**config.mk**
```make
export PLATFORM = sky130hd
export DESIGN_NAME = control_unit
export DESIGN_NICKNAME = d
export VERILOG_FILES = /design/src/rtl/control_unit.sv
export SDC_FILE = /design/constraint.sdc
export NUM_CORES = 1
export LEC_CHECK = 0
export BUFFER_PORTS_ARGS = -buffer_cell sky130_fd_sc_hd__buf_2
export CORE_AREA = 5 5 47 49
export DETAILED_ROUTE_END_ITERATION = 6
export DIE_AREA = 0 0 52 54
export MAX_ROUTING_LAYER = met4
export PLACE_DENSITY = 0.8
export SLEW_MARGIN = 20
export SYNTH_ARGS = -nofsm -noshare
export SYNTH_HDL_FRONTEND = slang
export SYNTH_SLANG_ARGS = --single-unit
```
**constraint.sdc**
```tcl
create_clock -name clk -period 4 [get_ports clk]
set_input_delay 0.8 -clock clk [delete_from_list [all_inputs] [get_ports clk]]
set_output_delay 0.8 -clock clk [all_outputs]
set_load 0.02 [all_outputs]
```
**src/rtl/control_unit.sv**
```systemverilog
// control_unit: Moore sequencer for the 16-bit processor datapath.
//   clk          processor clock (debounced single-step), rising edge
//   Reset        synchronous active-high reset, wins over every transition
//   IR           current instruction, opcode in IR[15:12]
//   PC_Clr/PC_Up program counter clear / increment
//   IR_Ld        load instruction register
//   D_Addr/D_Wr  data-memory address / write enable
//   RF_*         register-file write select/address/enable, read addresses
//   ALU_s0       ALU function (0 pass A, 1 add, 2 sub)
//   State        current state code, NextState combinational next state
// Outputs decode State and IR only; nothing is registered on the way out.
module control_unit #(
  parameter int DADDR_W = 8,
  parameter int RADDR_W = 4
) (
  input  logic               clk,
  input  logic               Reset,
  input  logic [15:0]        IR,
  output logic               PC_Clr,
  output logic               PC_Up,
  output logic               IR_Ld,
  output logic [DADDR_W-1:0] D_Addr,
  output logic               D_Wr,
  output logic               RF_s,
  output logic [RADDR_W-1:0] RF_W_addr,
  output logic               RF_W_en,
  output logic [RADDR_W-1:0] RF_Ra_addr,
  output logic [RADDR_W-1:0] RF_Rb_addr,
  output logic [2:0]         ALU_s0,
  output logic [7:0]         State,
  output logic [7:0]         NextState
);

  typedef enum logic [7:0] {
    S_INIT   = 8'h00,
    S_FETCH  = 8'h01,
    S_DECODE = 8'h02,
    S_NOOP   = 8'h03,
    S_LOADA  = 8'h04,
    S_LOADB  = 8'h05,
    S_STORE  = 8'h06,
    S_ADD    = 8'h07,
    S_SUB    = 8'h08,
    S_HALT   = 8'h09
  } state_t;

  state_t state, next_state;

  assign State     = state;
  assign NextState = next_state;

  always_ff @(posedge clk) begin
    if (Reset) state <= S_INIT;
    else       state <= next_state;
  end

  always_comb begin
    next_state = state;
    case (state)
      S_INIT:   next_state = S_FETCH;
      S_FETCH:  next_state = S_DECODE;
      S_DECODE: begin
        case (IR[15:12])
          4'h0:    next_state = S_NOOP;
          4'h1:    next_state = S_STORE;
          4'h2:    next_state = S_LOADA;
          4'h3:    next_state = S_ADD;
          4'h4:    next_state = S_SUB;
          4'h5:    next_state = S_HALT;
          default: next_state = S_NOOP;  // unknown opcodes are skipped
        endcase
      end
      S_LOADA:  next_state = S_LOADB;
      S_NOOP, S_STORE, S_LOADB, S_ADD, S_SUB: next_state = S_FETCH;
      S_HALT:   next_state = S_HALT;
      default:  next_state = S_INIT;     // unreachable codes recover via Init
    endcase
    // NextState must already show Init while Reset is held
    if (Reset) next_state = S_INIT;
  end

  always_comb begin
    PC_Clr     = 1'b0;
    PC_Up      = 1'b0;
    IR_Ld      = 1'b0;
    D_Addr     = '0;
    D_Wr       = 1'b0;
    RF_s       = 1'b0;
    RF_W_addr  = '0;
    RF_W_en    = 1'b0;
    RF_Ra_addr = '0;
    RF_Rb_addr = '0;
    ALU_s0     = 3'd0;
    case (state)
      S_INIT:  PC_Clr = 1'b1;
      S_FETCH: begin
        IR_Ld = 1'b1;
        PC_Up = 1'b1;
      end
      // LoadA only covers the RAM read latency; LoadB commits the write
      S_LOADA, S_LOADB: begin
        D_Addr    = DADDR_W'(IR[11:4]);
        RF_s      = 1'b1;
        RF_W_addr = RADDR_W'(IR[3:0]);
        RF_W_en   = (state == S_LOADB);
      end
      S_STORE: begin
        D_Addr     = DADDR_W'(IR[11:4]);
        RF_Ra_addr = RADDR_W'(IR[3:0]);
        ALU_s0     = 3'd0;
        D_Wr       = 1'b1;
      end
      S_ADD, S_SUB: begin
        RF_Ra_addr = RADDR_W'(IR[11:8]);
        RF_Rb_addr = RADDR_W'(IR[7:4]);
        RF_W_addr  = RADDR_W'(IR[3:0]);
        RF_s       = 1'b0;
        RF_W_en    = 1'b1;
        ALU_s0     = (state == S_SUB) ? 3'd2 : 3'd1;
      end
      default: ;  // Decode, NoOp, Halt drive nothing
    endcase
  end

endmodule

```
==> flow_metrics.py, run 1 <==
metrics = {
    "finish": {
        "seqCellArea_um2": 80.1,
        "fin_nets": 147,
        "area_growth_pct": 37.7,
        "largest_reg_flops": 4,
        "multiInputGateArea_um2": 453,
        "utilization_pct": 46.9,
        "antenna_cells": 0,
        "drive_above_1_share_pct": 48.0,
        "num-fill-cells": 196,
    },
    "power": {
        "internal_power_uw": 105,
        "peakVddDrop_uv": 136,
        "p_clk_share_pct": 27.4,
        "leakagePower_nw": 0.502,
        "powerDensity_nw_per_um2": 211,
        "comb_power_share_pct": 42.4,
        "p_sw_share_pct": 41.5,
        "pwr-share-seq_pct": 30.2,
        "p_sw_uw": 74.8,
    },
    "floorplan": {
        "core_region_area_um2": 1820,
        "die_x_um": 52,
        "start_util_pct": 34.1,
        "row_count": 16,
        "io_pins": 63,
        "die_h_um": 54,
        "dieArea_um2": 2810,
    },
    "sta": {
        "fin_crit_ns": 2.79,
        "grt_setup_unrepaired": "no",
        "min_period_over_period_pct": 69.8,
        "max_slew_margin_pct": 66.4,
        "max_freq_mhz": 358,
        "hold_violations": 0,
        "finClkSkew_ns": 0.000421,
        "setup_viol": 0,
        "worst_pin_slew_ns": 0.503,
        "drv_slew": 0,
        "setup-tns-final_ns": 0,
    },
    "detailed_routing": {
        "routed_via_density": 4.83,
        "dr_total_vias": 744,
        "drt_iter0_drc": 11,
        "routed_wl_mm": 2.00,
        "wl_per_cell_um": 13.0,
        "dr.pass1.iters": 4,
        "drc": 0,
        "route.antenna.remaining_nets": 0,
    },
    "clock_network": {
        "cts_sinks": 4,
        "cts_tree": "done",
        "cts_resized": 0,
        "ctsLongestPathBuffers": 2,
        "postCtsSetupBuffers": 0,
        "insertion_delay_ns": 0.23,
        "cts_hold_buf": 0,
        "path_clk_slew_ns": 0.04,
        "root_buffer": "clkbuf_4",
        "cts-buffers-inserted": 3,
        "htree_levels": 1,
    },
    "critical_path": {
        "criticalPathCategory": "flop to output pin",
        "cp.arrival_ns": 1.99,
        "worstPathRequired_ns": 3.20,
        "critPathLaunchType": "flop",
        "critPathMaxFanout": 12,
        "end_kind": "output pin",
    },
    "global_routing": {
        "grt_first_pass_wirelength_mm": 2.96,
        "grt_use_total_pct": 14.0,
        "grt-ovfl-total": 0,
        "grt_max_degree": 14,
        "grt_pass1_vias": 707,
        "grt_antenna_before_repair": 0,
    },
    "synth": {
        "ys_seq_area_share_pct": 12.9,
        "ys_warn_count": 0,
        "synth_seq_cells": 4,
        "ys_async_sr_fraction_pct": 0,
        "synth_area_leaders": "dfxtp_1 (13%), buf_4 (12%), and3_1 (8.1%), nor2b_1 (6.0%), a22o_1 (5.6%)",
        "synth-edff-count": 0,
        "yosysTopAreaCell": "dfxtp_1",
        "synth.most_common_cell": "buf_4",
        "syn_area_per_cell_um2": 7.96,
        "synth_cell_type_count": 34,
        "syn_inst": 78,
        "synth_top_cell_area_share_pct": 12.9,
        "ys_top_cells_by_count": "buf_4 (10), and3_1 (8), nor2b_1 (6)",
        "synth_ff_type": "dfxtp_1",
        "netlist_area_um2": 621,
    },
    "placed_design": {
        "gp_congestion": 0.741,
        "dp_hpwl_mm": 1.65,
        "portBuffers": 53,
    },
    "job": {
        "cap_violations": 0,
    },
    "status": {
        "outcome": "finished, final reports clean",
    },
    "min_path": {
        "hold_class": "flop to flop",
    },
}
## layout make-up
cell class	instances	share of cell area, %
Clock buffer	3	2.64
Multi-Input combinational cell	67	53.0
Sequential cell	4	9.37
Tap cell	27	3.95
Timing Repair Buffer	53	31.0
## worst paths after layout
check             cells past startpoint       endpoint  slack, ns     start
hold / removal                        2       State[3]       0.69  State[3]
hold reg to reg                       2       State[3]       0.69  State[3]
setup reg to reg                      3       State[0]       2.47  State[0]
setup / recovery                      4  RF_Ra_addr[0]       1.21  State[1]
## kinds of logic (layout without fill, tap and decap cells)
| family | after synthesis | count (layout) | share of synthesized area (%) |
|---|---|---|---|
| AOI/OAI and AO/OA | 18 | 18 | 21.4 |
| xor gates and xnor gates | 1 | 1 | 1.41 |
| buffers and inverters | 15 | 56 | 18.9 |
| DFF | 4 | 4 | 12.9 |
| other | 1 | 9 | 0.604 |
| and+or+nand+nor | 39 | 39 | 44.8 |
## cells in the final DEF (no fill, tap or decap), drive strengths merged, types with 2 or more instances in the layout
cell type  count
nor2           3
buf           53
clkbuf         3
a22o           4
and3           8
dfxtp          4
a21oi          4
o21ai          3
a2111oi        2
nor4b          3
and2           4
a211oi         2
conb           9
nand2          2
nor2b          6
nand2b         4
nor4bb         2
## power by group through the flow
stage          combinational, mW  clock [mW]  sequential (mW)
3_5_place_dp              0.0766           0           0.0549
6_report                  0.0763      0.0493           0.0543
3_3_place_gp              0.0758           0           0.0541
2_1_floorplan             0.0653           0           0.0504
4_1_cts                   0.0768      0.0511           0.0542
5_1_grt                   0.0830      0.0539           0.0558
## metal layers
layer | track usage (%) | vias to the layer above | routed length (um)
met3 | 3.88 | 0 | 333
met4 | 6.99 | 0 | 0
met1 | 14.5 | 323 | 771
li1 | - | 369 | -
met2 | 24.5 | 52 | 895
met5 | - | - | 0
## per-stage QoR
step | total power, mW | setup slack (ns) | area (um2) | std cells | hold WS, ns
final | 0.180 | 1.21 | 855 | 154 | 0.688
after global routing | 0.193 | 1.02 | 855 | 154 | 0.751
after CTS | 0.182 | 1.19 | 855 | 154 | 0.685
after detailed placement | 0.131 | 1.26 | 832 | 151 | 0.681
after global placement | 0.130 | 1.29 | 832 | 151 | 0.642
after floorplan | 0.116 | 1.16 | 651 | 86 | 0.699
## critical path, cell delays in order, from the launching register on
cell and delay [ns]:
dfxtp_1 0.61, nand2_1 0.28, o21bai_1 0.49, a22o_1 0.21
buf_2 0.16
Power figures use the tool's default switching activity.
==> run 2: changes to the inputs <==
--- a/config.mk
+++ b/config.mk
@@ -6,11 +6,11 @@
 export NUM_CORES = 1
 export LEC_CHECK = 0
 export BUFFER_PORTS_ARGS = -buffer_cell sky130_fd_sc_hd__buf_2
-export CORE_AREA = 5 5 47 49
+export CORE_AREA = 5 5 51 53
 export DETAILED_ROUTE_END_ITERATION = 6
-export DIE_AREA = 0 0 52 54
+export DIE_AREA = 0 0 56 58
 export MAX_ROUTING_LAYER = met4
-export PLACE_DENSITY = 0.8
+export PLACE_DENSITY = 0.71
 export SLEW_MARGIN = 20
 export SYNTH_ARGS = -nofsm -noshare
 export SYNTH_HDL_FRONTEND = slang
==> constraint.sdc (replaced) <==
create_clock -name clk -period 2.35 [get_ports clk]
set_input_delay 0.47 -clock clk [delete_from_list [all_inputs] [get_ports clk]]
set_output_delay 0.47 -clock clk [all_outputs]
set_load 0.02 [all_outputs]
==> run 2 against run 1 <==
Die area is 16% higher; non-clock buffer count is 2 higher; power is 74% higher; largest power group unchanged; register-to-register slack worse by 1.6 ns; core utilization is 4.7 points lower; global-route usage is 1.0 points lower; combinational power is 85% higher.
==> flow_metrics.py, run 2 (same netlist as run 1, synthesis figures left out) <==
metrics = {
    "status": {
        "outcome": "finished, final reports clean",
    },
    "clock_network": {
        "cts_tree": "done",
        "ctsLongestPathBuffers": 2,
        "cts-buffers-inserted": 3,
        "htree_levels": 1,
        "insertion_delay_ns": 0.23,
        "root_buffer": "clkbuf_4",
        "postCtsSetupBuffers": 0,
        "cts_sinks": 4,
        "path_clk_slew_ns": 0.04,
    },
    "detailed_routing": {
        "routed_via_density": 4.81,
        "dr.pass1.iters": 4,
        "route.antenna.remaining_nets": 0,
        "dr_total_vias": 755,
        "drc": 0,
        "routed_wl_mm": 2.04,
        "drt_iter0_drc": 18,
        "wl_per_cell_um": 13.0,
    },
    "finish": {
        "final_cell_mix": "buf_2 (53), conb_1 (9), and3_1 (8)",
        "largest_reg_flops": 4,
        "antenna_cells": 0,
        "final_common_cell": "buf_2",
        "area_growth_pct": 43.3,
        "fin_nets": 149,
        "num-fill-cells": 229,
        "drive_above_1_share_pct": 51.9,
    },
    "critical_path": {
        "path_cells": "nand2b_4 -> or4_4 -> a211oi_1 -> buf_2",
        "worstPathRequired_ns": 1.88,
        "critPathMaxFanout": 11,
        "regToRegSetupSlack_ns": 0.92,
        "cp_slowest_cell": "or4_4",
        "critPathLaunchType": "flop",
        "end_kind": "output pin",
        "cp.arrival_ns": 1.78,
        "criticalPathCategory": "flop to output pin",
        "critPathMaxStageDelay_ns": 0.48,
    },
    "sta": {
        "hold_violations": 0,
        "fin_crit_ns": 2.25,
        "grt_setup_unrepaired": "no",
        "max_freq_mhz": 444,
        "finClkSkew_ns": 0.000386,
        "drv_slew": 0,
        "min_period_over_period_pct": 95.9,
        "setup_viol": 0,
        "setup-tns-final_ns": 0,
    },
    "floorplan": {
        "die_x_um": 56,
        "core_region_area_um2": 2110,
        "io_pins": 63,
        "start_util_pct": 29.5,
        "dieArea_um2": 3250,
        "row_count": 17,
        "die_h_um": 58,
    },
    "power": {
        "peakVddDrop_uv": 176,
        "finalPower_uw": 314,
        "leakagePower_nw": 0.521,
        "powerDensity_nw_per_um2": 353,
    },
    "placed_design": {
        "gp_congestion": 0.924,
        "dp_hpwl_mm": 1.71,
        "portBuffers": 53,
    },
    "global_routing": {
        "grt-ovfl-total": 0,
        "grt_use_total_pct": 13.0,
        "grt_antenna_before_repair": 0,
        "grt_first_pass_wirelength_mm": 3.31,
        "grt_max_degree": 14,
        "grt_pass1_vias": 732,
    },
    "min_path": {
        "hold_class": "input pin to flop",
    },
    "job": {
        "cap_violations": 0,
    },
}
-- run 2: cell types whose count changed in the layout (fill, tap and decap cells not counted), sizes merged --
cell	previous run	this run
buf	53	55
-- run 2: worst max-delay path: cells and delay by family (launching register included) --
family                 cells  cell delay [ns]
AO/OA/AOI/OAI              1             0.23
AND/OR/NAND/NOR            2             0.70
buffers and inverters      1             0.20
flip-flops                 1             0.42
-- run 2: power breakdown --
group | total [mW] | switching (mW) | internal [mW] | leakage (nW)
combinational | 0.141 | 0.0884 | 0.0528 | 0.474
sequential | 0.0887 | 0.0146 | 0.0741 | 0.0336
clock | 0.0840 | 0.0269 | 0.0570 | 0.0138
-- run 2: what timing repair did --
action,CTS,global route
hold buffers,0,0
endpoints found under the setup margin,8,13
pin swaps,0,0
resized for setup,1,4
-- run 2: worst paths after layout --
kind | start | cells after the start | endpoint
worst max-delay path | State[0] | 4 | NextState[3]
worst min-delay path | Reset | 2 | State[2]
worst max register to register | State[0] | 3 | State[3]
worst min register to register | State[2] | 1 | State[3]
-- run 2: per-stage QoR --
| stage | worst slack (ns) | utilization (%) | std cells | hold WS [ns] | area [um2] |
|---|---|---|---|---|---|
| detailed placement | 0.200 | 40.3 | 154 | 0.675 | 848 |
| floorplan | 0.0135 | - | 86 | 0.539 | 651 |
| CTS | 0.0623 | 41.5 | 157 | 0.492 | 875 |
| global placement | 0.279 | 40.3 | 154 | 0.636 | 848 |
| global route | 0.00723 | 42.2 | 157 | 0.516 | 890 |
| finish | 0.0971 | 42.2 | 157 | 0.496 | 890 |
-- run 2: final cells by class --
cell class              count  area (um2)  area share (%)
clock buffers               3        22.5            2.53
multi-input cells          67         469            52.7
flip-flops and latches      4        82.6            9.28
well taps                  28        35.0            3.94
repair buffers             55         280            31.5
-- run 2: layer usage --
| metal | global-route usage [%] | vias to the layer above | wire [um] |
|---|---|---|---|
| li1 | - | 369 | - |
| met1 | 13.7 | 338 | 821 |
| met2 | 21.7 | 46 | 967 |
| met3 | 3.79 | 2 | 236 |
| met4 | 7.46 | 0 | 13 |
| met5 | - | - | 0 |
